`config.mk`:
```
export PLATFORM = sky130hd
export DESIGN_NAME = hilo_mdu
export DESIGN_NICKNAME = d
export VERILOG_FILES = /design/src/rtl/mdu_pkg.sv /design/src/rtl/div_core.sv /design/src/rtl/hilo_mdu.sv
export SDC_FILE = /design/constraint.sdc
export NUM_CORES = 2
export LEC_CHECK = 0
export ABC_AREA = 1
export CORE_ASPECT_RATIO = 0.5
export CORE_MARGIN = 3
export CORE_UTILIZATION = 55
export DETAILED_ROUTE_END_ITERATION = 8
export PLACE_DENSITY = 0.84
export REMOVE_ABC_BUFFERS = 1
export SLEW_MARGIN = 0
export SYNTH_ARGS = -nofsm -noshare
export SYNTH_HDL_FRONTEND = slang
export SYNTH_HIERARCHICAL = 1
export SYNTH_SLANG_ARGS = --single-unit
export TNS_END_PERCENT = 30
```
`constraint.sdc`:
```
create_clock -name clk -period 7.1 [get_ports clk]
set_input_delay 1.775 -clock clk [delete_from_list [all_inputs] [get_ports clk]]
set_output_delay 1.775 -clock clk [all_outputs]
set_load 0.01 [all_outputs]
```
`src/rtl/mdu_pkg.sv`:
```
// Shared encodings for the HI/LO multiply/divide unit.
package mdu_pkg;

    // MDUOp encodings driven by the decoder
    localparam logic [2:0] MDU_MULT  = 3'b000;
    localparam logic [2:0] MDU_MULTU = 3'b001;
    localparam logic [2:0] MDU_DIV   = 3'b010;
    localparam logic [2:0] MDU_DIVU  = 3'b011;
    localparam logic [2:0] MDU_MTHI  = 3'b100;
    localparam logic [2:0] MDU_MTLO  = 3'b101;

    // One restoring step per data bit
    localparam int unsigned MDU_DIV_ITERS = 32;

    typedef enum logic [1:0] {
        S_IDLE = 2'b00,
        S_MUL  = 2'b01,
        S_DIV  = 2'b10,
        S_FIX  = 2'b11
    } mdu_state_t;

endpackage

```
`src/rtl/div_core.sv`:
```
// Iterative unsigned restoring divider: one quotient bit per step.
// The dividend is held in the quotient register and shifted out MSB first
// while quotient bits are shifted in at the LSB.
module div_core #(
    parameter int unsigned DIV_ITERS = 32
) (
    input  logic        clk,
    input  logic        rst,
    input  logic        i_load,
    input  logic        i_step,
    input  logic [31:0] i_dividend,
    input  logic [31:0] i_divisor,
    output logic [31:0] o_quot,
    output logic [31:0] o_rem,
    output logic        o_last
);

    localparam int unsigned CNT_W = (DIV_ITERS > 1) ? $clog2(DIV_ITERS) : 1;
    localparam logic [CNT_W-1:0] CNT_INIT = CNT_W'(DIV_ITERS - 1);

    logic [31:0]      r_rem;
    logic [31:0]      r_quot;
    logic [31:0]      r_divisor;
    logic [CNT_W-1:0] r_cnt;

    logic [32:0]      w_shifted;
    logic [31:0]      w_diff;
    logic             w_ge;

    // Trial subtraction of the divisor from the shifted partial remainder
    always_comb begin
        w_shifted = {r_rem, r_quot[31]};
        w_ge      = (w_shifted >= {1'b0, r_divisor});
        w_diff    = w_shifted[31:0] - r_divisor;
    end

    // Datapath registers: load operands or advance one step
    always_ff @(posedge clk) begin
        if (!rst) begin
            r_rem     <= '0;
            r_quot    <= '0;
            r_divisor <= '0;
            r_cnt     <= '0;
        end else if (i_load) begin
            r_rem     <= '0;
            r_quot    <= i_dividend;
            r_divisor <= i_divisor;
            r_cnt     <= CNT_INIT;
        end else if (i_step) begin
            r_rem  <= w_ge ? w_diff : w_shifted[31:0];
            r_quot <= {r_quot[30:0], w_ge};
            if (r_cnt != '0) begin
                r_cnt <= r_cnt - CNT_W'(1);
            end
        end
    end

    assign o_quot = r_quot;
    assign o_rem  = r_rem;
    assign o_last = (r_cnt == '0);

endmodule

```
`src/rtl/hilo_mdu.sv`:
```
// EX-stage multiply/divide unit owning the architectural HI/LO registers.
module hilo_mdu
    import mdu_pkg::*;
#(
    parameter int unsigned DIV_ITERS = MDU_DIV_ITERS
) (
    input  logic        clk,
    input  logic        rst,
    input  logic        start,
    input  logic [2:0]  MDUOp,
    input  logic [31:0] A,
    input  logic [31:0] B,
    input  logic        RHLSel,
    input  logic        flush,
    output logic        busy,
    output logic [31:0] RHLOut
);

    mdu_state_t  r_state;
    mdu_state_t  w_state_next;

    logic [31:0] r_hi;
    logic [31:0] r_lo;
    logic [31:0] r_op_a;
    logic [31:0] r_op_b;
    logic        r_mul_signed;
    logic        r_neg_q;
    logic        r_neg_r;

    logic        w_mul_load;
    logic        w_div_load;
    logic        w_div_step;
    logic        w_hi_we;
    logic        w_lo_we;
    logic [31:0] w_hi_d;
    logic [31:0] w_lo_d;

    logic        w_div_signed;
    logic [31:0] w_abs_a;
    logic [31:0] w_abs_b;
    logic [63:0] w_mul_a;
    logic [63:0] w_mul_b;
    logic [63:0] w_product;
    logic [31:0] w_quot;
    logic [31:0] w_rem;
    logic [31:0] w_quot_fix;
    logic [31:0] w_rem_fix;
    logic        w_div_last;

    div_core #(
        .DIV_ITERS (DIV_ITERS)
    ) u_div_core (
        .clk        (clk),
        .rst        (rst),
        .i_load     (w_div_load),
        .i_step     (w_div_step),
        .i_dividend (w_abs_a),
        .i_divisor  (w_abs_b),
        .o_quot     (w_quot),
        .o_rem      (w_rem),
        .o_last     (w_div_last)
    );

    // Operand magnitudes for division, product and sign fix-up
    always_comb begin
        w_div_signed = (MDUOp == MDU_DIV);
        w_abs_a      = (w_div_signed && A[31]) ? (~A + 32'd1) : A;
        w_abs_b      = (w_div_signed && B[31]) ? (~B + 32'd1) : B;
        w_mul_a      = {{32{r_mul_signed & r_op_a[31]}}, r_op_a};
        w_mul_b      = {{32{r_mul_signed & r_op_b[31]}}, r_op_b};
        w_product    = w_mul_a * w_mul_b;
        w_quot_fix   = r_neg_q ? (~w_quot + 32'd1) : w_quot;
        w_rem_fix    = r_neg_r ? (~w_rem + 32'd1) : w_rem;
    end

    // Next-state and HI/LO write control; flush overrides everything
    always_comb begin
        w_state_next = r_state;
        w_mul_load   = 1'b0;
        w_div_load   = 1'b0;
        w_div_step   = 1'b0;
        w_hi_we      = 1'b0;
        w_lo_we      = 1'b0;
        w_hi_d       = r_hi;
        w_lo_d       = r_lo;
        case (r_state)
            S_IDLE: begin
                if (start) begin
                    case (MDUOp)
                        MDU_MTHI: begin
                            w_hi_we = 1'b1;
                            w_hi_d  = A;
                        end
                        MDU_MTLO: begin
                            w_lo_we = 1'b1;
                            w_lo_d  = A;
                        end
                        MDU_MULT, MDU_MULTU: begin
                            w_mul_load   = 1'b1;
                            w_state_next = S_MUL;
                        end
                        MDU_DIV, MDU_DIVU: begin
                            w_div_load   = 1'b1;
                            w_state_next = S_DIV;
                        end
                        default: ;
                    endcase
                end
            end
            S_MUL: begin
                w_hi_we      = 1'b1;
                w_lo_we      = 1'b1;
                w_hi_d       = w_product[63:32];
                w_lo_d       = w_product[31:0];
                w_state_next = S_IDLE;
            end
            S_DIV: begin
                w_div_step = 1'b1;
                if (w_div_last) begin
                    w_state_next = S_FIX;
                end
            end
            S_FIX: begin
                w_hi_we      = 1'b1;
                w_lo_we      = 1'b1;
                w_hi_d       = w_rem_fix;
                w_lo_d       = w_quot_fix;
                w_state_next = S_IDLE;
            end
            default: w_state_next = S_IDLE;
        endcase
        if (flush) begin
            w_state_next = S_IDLE;
            w_mul_load   = 1'b0;
            w_div_load   = 1'b0;
            w_div_step   = 1'b0;
            w_hi_we      = 1'b0;
            w_lo_we      = 1'b0;
        end
    end

    // State, HI/LO and latched operand/sign registers
    always_ff @(posedge clk) begin
        if (!rst) begin
            r_state      <= S_IDLE;
            r_hi         <= '0;
            r_lo         <= '0;
            r_op_a       <= '0;
            r_op_b       <= '0;
            r_mul_signed <= 1'b0;
            r_neg_q      <= 1'b0;
            r_neg_r      <= 1'b0;
        end else begin
            r_state <= w_state_next;
            if (w_hi_we) begin
                r_hi <= w_hi_d;
            end
            if (w_lo_we) begin
                r_lo <= w_lo_d;
            end
            if (w_mul_load) begin
                r_op_a       <= A;
                r_op_b       <= B;
                r_mul_signed <= (MDUOp == MDU_MULT);
            end
            if (w_div_load) begin
                r_neg_q <= w_div_signed & (A[31] ^ B[31]);
                r_neg_r <= w_div_signed & A[31];
            end
        end
    end

    assign busy   = (r_state != S_IDLE);
    assign RHLOut = RHLSel ? r_hi : r_lo;

endmodule

```
=== Word-level counts from Yosys, hierarchy flattened ===
Cells that the tools add are included.

* Register bits: 234
* Input port bits: 72
* Output and inout port bits: 33

* Add/sub/neg operators: 6
* Multipliers: 1
* $lt $le $gt $ge: 1
* Equality and inequality tests: 13
* Muxes and demuxes: 39
* Bitwise gates (word level): 10
* Reduce and logical (&&, ||, !) cells: 19

{| class="wikitable"
|+ Operators by type and width
! cell !! count
|-
| $mux W32 || 12
|-
| $pmux W32 S3 || 2
|-
| $add A32 B1 Y32 const B || 4
|-
| $not A32 Y32 || 4
|-
| $mul A33 B33 Y64 || 1
|-
| $ge A33 B32 Y1 || 1
|-
| $sub A32 B32 Y32 || 1
|-
| $mux W1 || 16
|-
| $mux W5 || 3
|-
| $reduce_or A2 Y1 || 5
|-
| $reduce_and A4 Y1 || 2
|-
| $eq A3 B2 Y1 const B || 2
|-
| $eq A3 B3 Y1 const B || 2
|-
| $ne A2 B1 Y1 const B || 3
|-
| $pmux W2 S3 || 1
|-
| $reduce_bool A2 Y1 || 3
|-
| $logic_not A5 Y1 || 1
|-
| $reduce_bool A5 Y1 || 1
|-
| $sub A5 B1 Y5 const B || 1
|-
| $and A1 B1 Y1 || 4
|-
| $eq A2 B2 Y1 const B || 2
|-
| $mux W2 || 2
|-
| $pmux W1 S2 || 2
|-
| $pmux W2 S2 || 1
|-
| other kinds (12) || 13
|}

=== Logic depth before layout (Yosys ltp) ===
* Depth in word-level cells: 8
* Depth in mapped cells: 36
* Gate-level depth less buffers: 34

=== Modules after synthesis ===
The synthesis kept the hierarchy.

{| class="wikitable"
|+ Modules (own cells, without submodules)
! module !! instances !! cells each !! area each (µm²)
|-
| hilo_mdu || 1 || 6,627 || 49,530.0
|-
| div_core || 1 || 1,087 || 6,885.4
|}

=== Least setup slack after synthesis ===
Ideal clock, no wire load.

* Path type: register to register
* Start point: register r_op_a[31]
* End point: register r_hi[28]
* Data arrival time: 7,309 ps
* Required time: 6,991 ps
* Slack: -318 ps
* Stages on the path, launching flop included: 35
* Path buffers: 2
* Clock period less this slack: 7,418 ps
* Cells stage by stage: dfxtp_1 buf_2 nand2_1 inv_1 clkbuf_1 nand2_1 inv_1 fa_1 inv_1 fa_1 inv_1 fa_1 fa_1 inv_1 fa_1 inv_1 fa_1 inv_1 fa_1 fa_1 inv_1 ha_1 nand2_1 nor2_1 inv_1 nor2_1 nand2_1 nor3_1 nand2_1 nand2_1 nand2_1 nand3_1 nand3_1 nand2_1 inv_1

* Cells in the longest elaborated chain, start to end: 3

{| class="wikitable"
|+ RTL lines
! item !! RTL line !! source
|-
| start, declared || hilo_mdu.sv:24 || <nowiki>logic [31:0] r_op_a;</nowiki>
|-
| start signal, assigned || hilo_mdu.sv:148 || <nowiki>r_op_a <= '0;</nowiki>
|-
| start signal, assigned || hilo_mdu.sv:162 || <nowiki>r_op_a <= A;</nowiki>
|-
| $and A1 B1 Y1 || hilo_mdu.sv:69 || <nowiki>w_mul_a = {{32{r_mul_signed & r_op_a[31]}}, r_op_a};</nowiki>
|-
| $mul A33 B33 Y64 * || hilo_mdu.sv:71 || <nowiki>w_product = w_mul_a * w_mul_b;</nowiki>
|-
| $pmux W32 S3 * || hilo_mdu.sv:86 || <nowiki>case (r_state)</nowiki>
|-
| end signal, assigned || hilo_mdu.sv:156 || <nowiki>r_hi <= w_hi_d;</nowiki>
|-
| end, declared || hilo_mdu.sv:22 || <nowiki>logic [31:0] r_hi;</nowiki>
|}

Mark *: on every way between the ends. The rest lies on a longest branch, timed or not.
A chain may end at the register's enable or synchronous reset.

=== Worst setup path in the final report ===
* Start point: register r_op_a[31]
* End point: register r_hi[17]

Same word-level chain as after synthesis.

==> run_results.csv <==
group,metric,value,unit
floorplanning,start_util,55.88,%
synthesis,synth_adder_area_share,45.50,%
synthesis,yosysWarnings,6,
synthesis,syn_area_per_cell,7.313,um2
critical_path,cp_num_buf_inv,9,
critical_path,path_delay_family,"adder cells",
clock_network,htree_num_levels,1,
timing,skew,14.43,ps
floorplanning,die_y,232.5,um
floorplanning,fp-row-count,82,
timing,tightest_slew,1140,ps
synthesis,netlist_area,56420,um2
clock_network,clk_latency,590,ps
global_routing,grt_usage,35.05,%
cells_and_area,drive_gt1_share,12.37,%
critical_path,crit_arrival,7650,ps
synthesis,postSynthCellCount,7714,
synthesis,synth_compound_area_share,7.161,%
cells_and_area,final_design_area_no_fill,64490,um2
routing,drtPass1Iterations,6,
cells_and_area,fin_util,63.88,%
critical_path,crit_top_cell,"fa_1",
synthesis,synth-xor-area-share,1.242,%
power,vdd_drop_max,0.1745,mV
outcome,violations,"setup timing",
place,place.gp.congestion,1.050,
timing,grt_setup_unrepaired,"yes",
power,powerDensity,68.79,nW/um2
place,io_buffer_count,104,
clock_network,cts_buffers,27,
timing,finalSetupViolCount,8,
critical_path,path_class,"flip-flop to flip-flop",
cells_and_area,area_delta_synth_final,14.32,%
synthesis,synth-seq-area-share,8.304,%
floorplanning,die_w,458.9,um
power,leakage,34.24,nW
routing,drc,0,
place,pre_cts_ws,-326.5,ps
global_routing,grt_pass1_wl,290.8,mm
synthesis,ys.flop_type,"dfxtp_1",
timing,fin_ws,-28.75,ps
clock_network,clock-sinks,234,
timing,fin_crit_sh,100.4,%
global_routing,grt_max_degree,77,
floorplanning,dieArea,106700,um2
floorplanning,io_pins,105,
cells_and_area,nNetsFinal,9392,
global_routing,globalRouteOverflowTotal,0,
synthesis,synth_edf_count,0,
routing,wl_per_cell,20.22,um
timing,maxSlewViolCount,0,
routing,ant_nets,0,
place,place_area,62000,um2
global_routing,antenna_found_initial,2,
critical_path,end_kind,"flip-flop",
clock_network,clk_pin_slew,70,ps
global_routing,grt_pass1_vias,52194,
flow_run,drv_cap,0,
floorplanning,coreArea,101000,um2
critical_path,r2r_slack,-30,ps
synthesis,synth-simple-area-share,21.39,%
critical_path,start_kind,"flip-flop",
timing,fmax,0.1403,GHz
clock_network,clock_path_buffers,3,
place,hpwl,154.1,mm
routing,drt_iter0_markers,6127,
synthesis,muxShareOfSynthArea,0.2595,%
critical_path,cp.required,7620,ps
routing,viasPerCell,5.574,
worst_hold_path,hp-class,"flip-flop to flip-flop",
routing,drt-total-wl,188.2,mm
synthesis,synth_cell_types,58,
timing,slew_headroom,23.21,%
clock_network,cts_hold_buf,0,
critical_path,cp_slowest_stage_delay,590,ps
outcome,status,"finished, violations left",
clock_network,cts_tree,"yes",
timing,hold_viol,0,
timing,fin_setup_tns,-157.6,ps
synthesis,synthArstFlopShare,0,%
critical_path,crit_path_max_fanout,5,
clock_network,cts-root-buf,"clkbuf_16",
synthesis,synth_top_family_by_area,"adder cells",
synthesis,ys_seq_elements,234,
critical_path,cp_slowest_cell,"fa_2",
timing,layout_min_cycle_time,7129,ps
routing,via_count,51889,
final timing paths:
check                                          from                   to  cells past startpoint
worst min-delay path            u_div_core/r_cnt[0]  u_div_core/r_cnt[0]                      2
worst max register to register           r_op_a[31]             r_hi[17]                     29
worst max-delay path                     r_op_a[31]             r_hi[17]                     29
worst min register to register  u_div_core/r_cnt[0]  u_div_core/r_cnt[0]                      2
cells in the final DEF, fill, tap and decap left out, types with 37 or more instances in the layout:
cell type | netlist | layout
a21oi_1 | 321 | 281
inv_2 | 18 | 52
clkdlybuf4s50_1 | 0 | 102
o21ai_1 | 22 | 40
nand3b_1 | 37 | 37
nand3_1 | 255 | 240
dfxtp_1 | 234 | 220
inv_1 | 1982 | 1945
nor2_2 | 24 | 65
fa_1 | 1126 | 1110
nand2_2 | 18 | 65
nor3_1 | 67 | 62
nand4_1 | 59 | 59
buf_12 | 0 | 77
nor2_1 | 462 | 392
xor2_1 | 50 | 50
o21ai_0 | 250 | 225
buf_4 | 6 | 390
nand2_1 | 1889 | 1833
ha_1 | 250 | 216
a21oi_2 | 13 | 51
per-stage QoR:
step | power, mW | hold WS [ps] | instances
4_1_cts | 4.353 | 463.6 | 9295
6_report | 4.436 | 464.2 | 9309
2_1_floorplan | 2.234 | 432.5 | 7329
5_1_grt | 4.604 | 486.0 | 9308
3_3_place_gp | 2.834 | 447.5 | 9239
3_5_place_dp | 2.858 | 451.2 | 9239
worst reg2reg max path: cells and delay by family, from the launching register on:
kind | cells | cell delay [ps]
adder cells (fa/ha/maj) | 9 | 4430
AND/OR/NAND/NOR | 10 | 1230
buffers and inverters | 9 | 910
flip-flops | 1 | 340
AO/OA/AOI/OAI | 1 | 150
sequential cells by signal, indices dropped and copies added (netlist names):
signal,cells
r_hi,32
r_lo,32
r_op_a,32
r_op_b,32
u_div_core/o_quot,32
u_div_core/o_rem,32
u_div_core/r_divisor,32
u_div_core/r_cnt,5
r_state,2
r_mul_signed,1
r_neg_q,1
r_neg_r,1
cells in the mapped netlist (21+ instances only):
library cell / instances / area share [%]
xnor2_1: 30 / 0.47
nand3b_1: 37 / 0.49
nand2_1: 1889 / 13
nand4_1: 59 / 0.65
a21oi_1: 321 / 2.8
nor3_1: 67 / 0.59
nor2_1: 462 / 3.1
o21bai_1: 21 / 0.28
dfxtp_1: 234 / 8.3
xor2_1: 50 / 0.78
nand3_2: 22 / 0.39
buf_2: 30 / 0.27
ha_1: 250 / 5.5
fa_1: 1126 / 40
o221ai_1: 29 / 0.45
clkbuf_1: 329 / 2.2
inv_1: 1982 / 13
o21ai_0: 250 / 2.2
nand3_1: 255 / 2.3
nor2_2: 24 / 0.27
o21ai_1: 22 / 0.20
cells by family after synthesis:
| logic type | Yosys count |
|---|---|
| simple gates | 2892 |
| mux | 13 |
| buf+inv | 2391 |
| fa+ha+maj | 1376 |
| xor+xnor | 80 |
| flops | 234 |
| compound gates | 728 |
layer usage:
metal	part of all wire, %	track usage [%]	vias to the layer above
li1	-	-	23045
met1	40	48.93	25221
met2	43	53.20	3108
met3	13	9.172	513
met4	3.9	11.80	2
met5	0.0064	0	-
final cells by class:
class	instances	area, um2
Multi-Input combinational cell	5089	43940
Fill cell	8138	36460
Inverter	2006	7545
Timing Repair Buffer	586	5724
Sequential cell	234	4710
Tap cell	1344	1682
Clock buffer	37	753.2
Clock inverter	12	138.9
Antenna cell	1	2.502
report_power, final:
group	total [mW]	internal [mW]	switching [mW]	leakage, nW
logic	1.53	0.530	0.999	31.9
registers	1.40	1.36	0.0405	1.91
clock network	1.51	0.821	0.687	0.423
timing repair:
action / CTS / global route
gates resized for setup: 104 / 288
pin swaps: 24 / 78
endpoints found under the setup margin: 28 / 46
cloned: 0 / 3
setup buffers: 7 / 10
No activity file was read; power rests on OpenSTA's default activity.
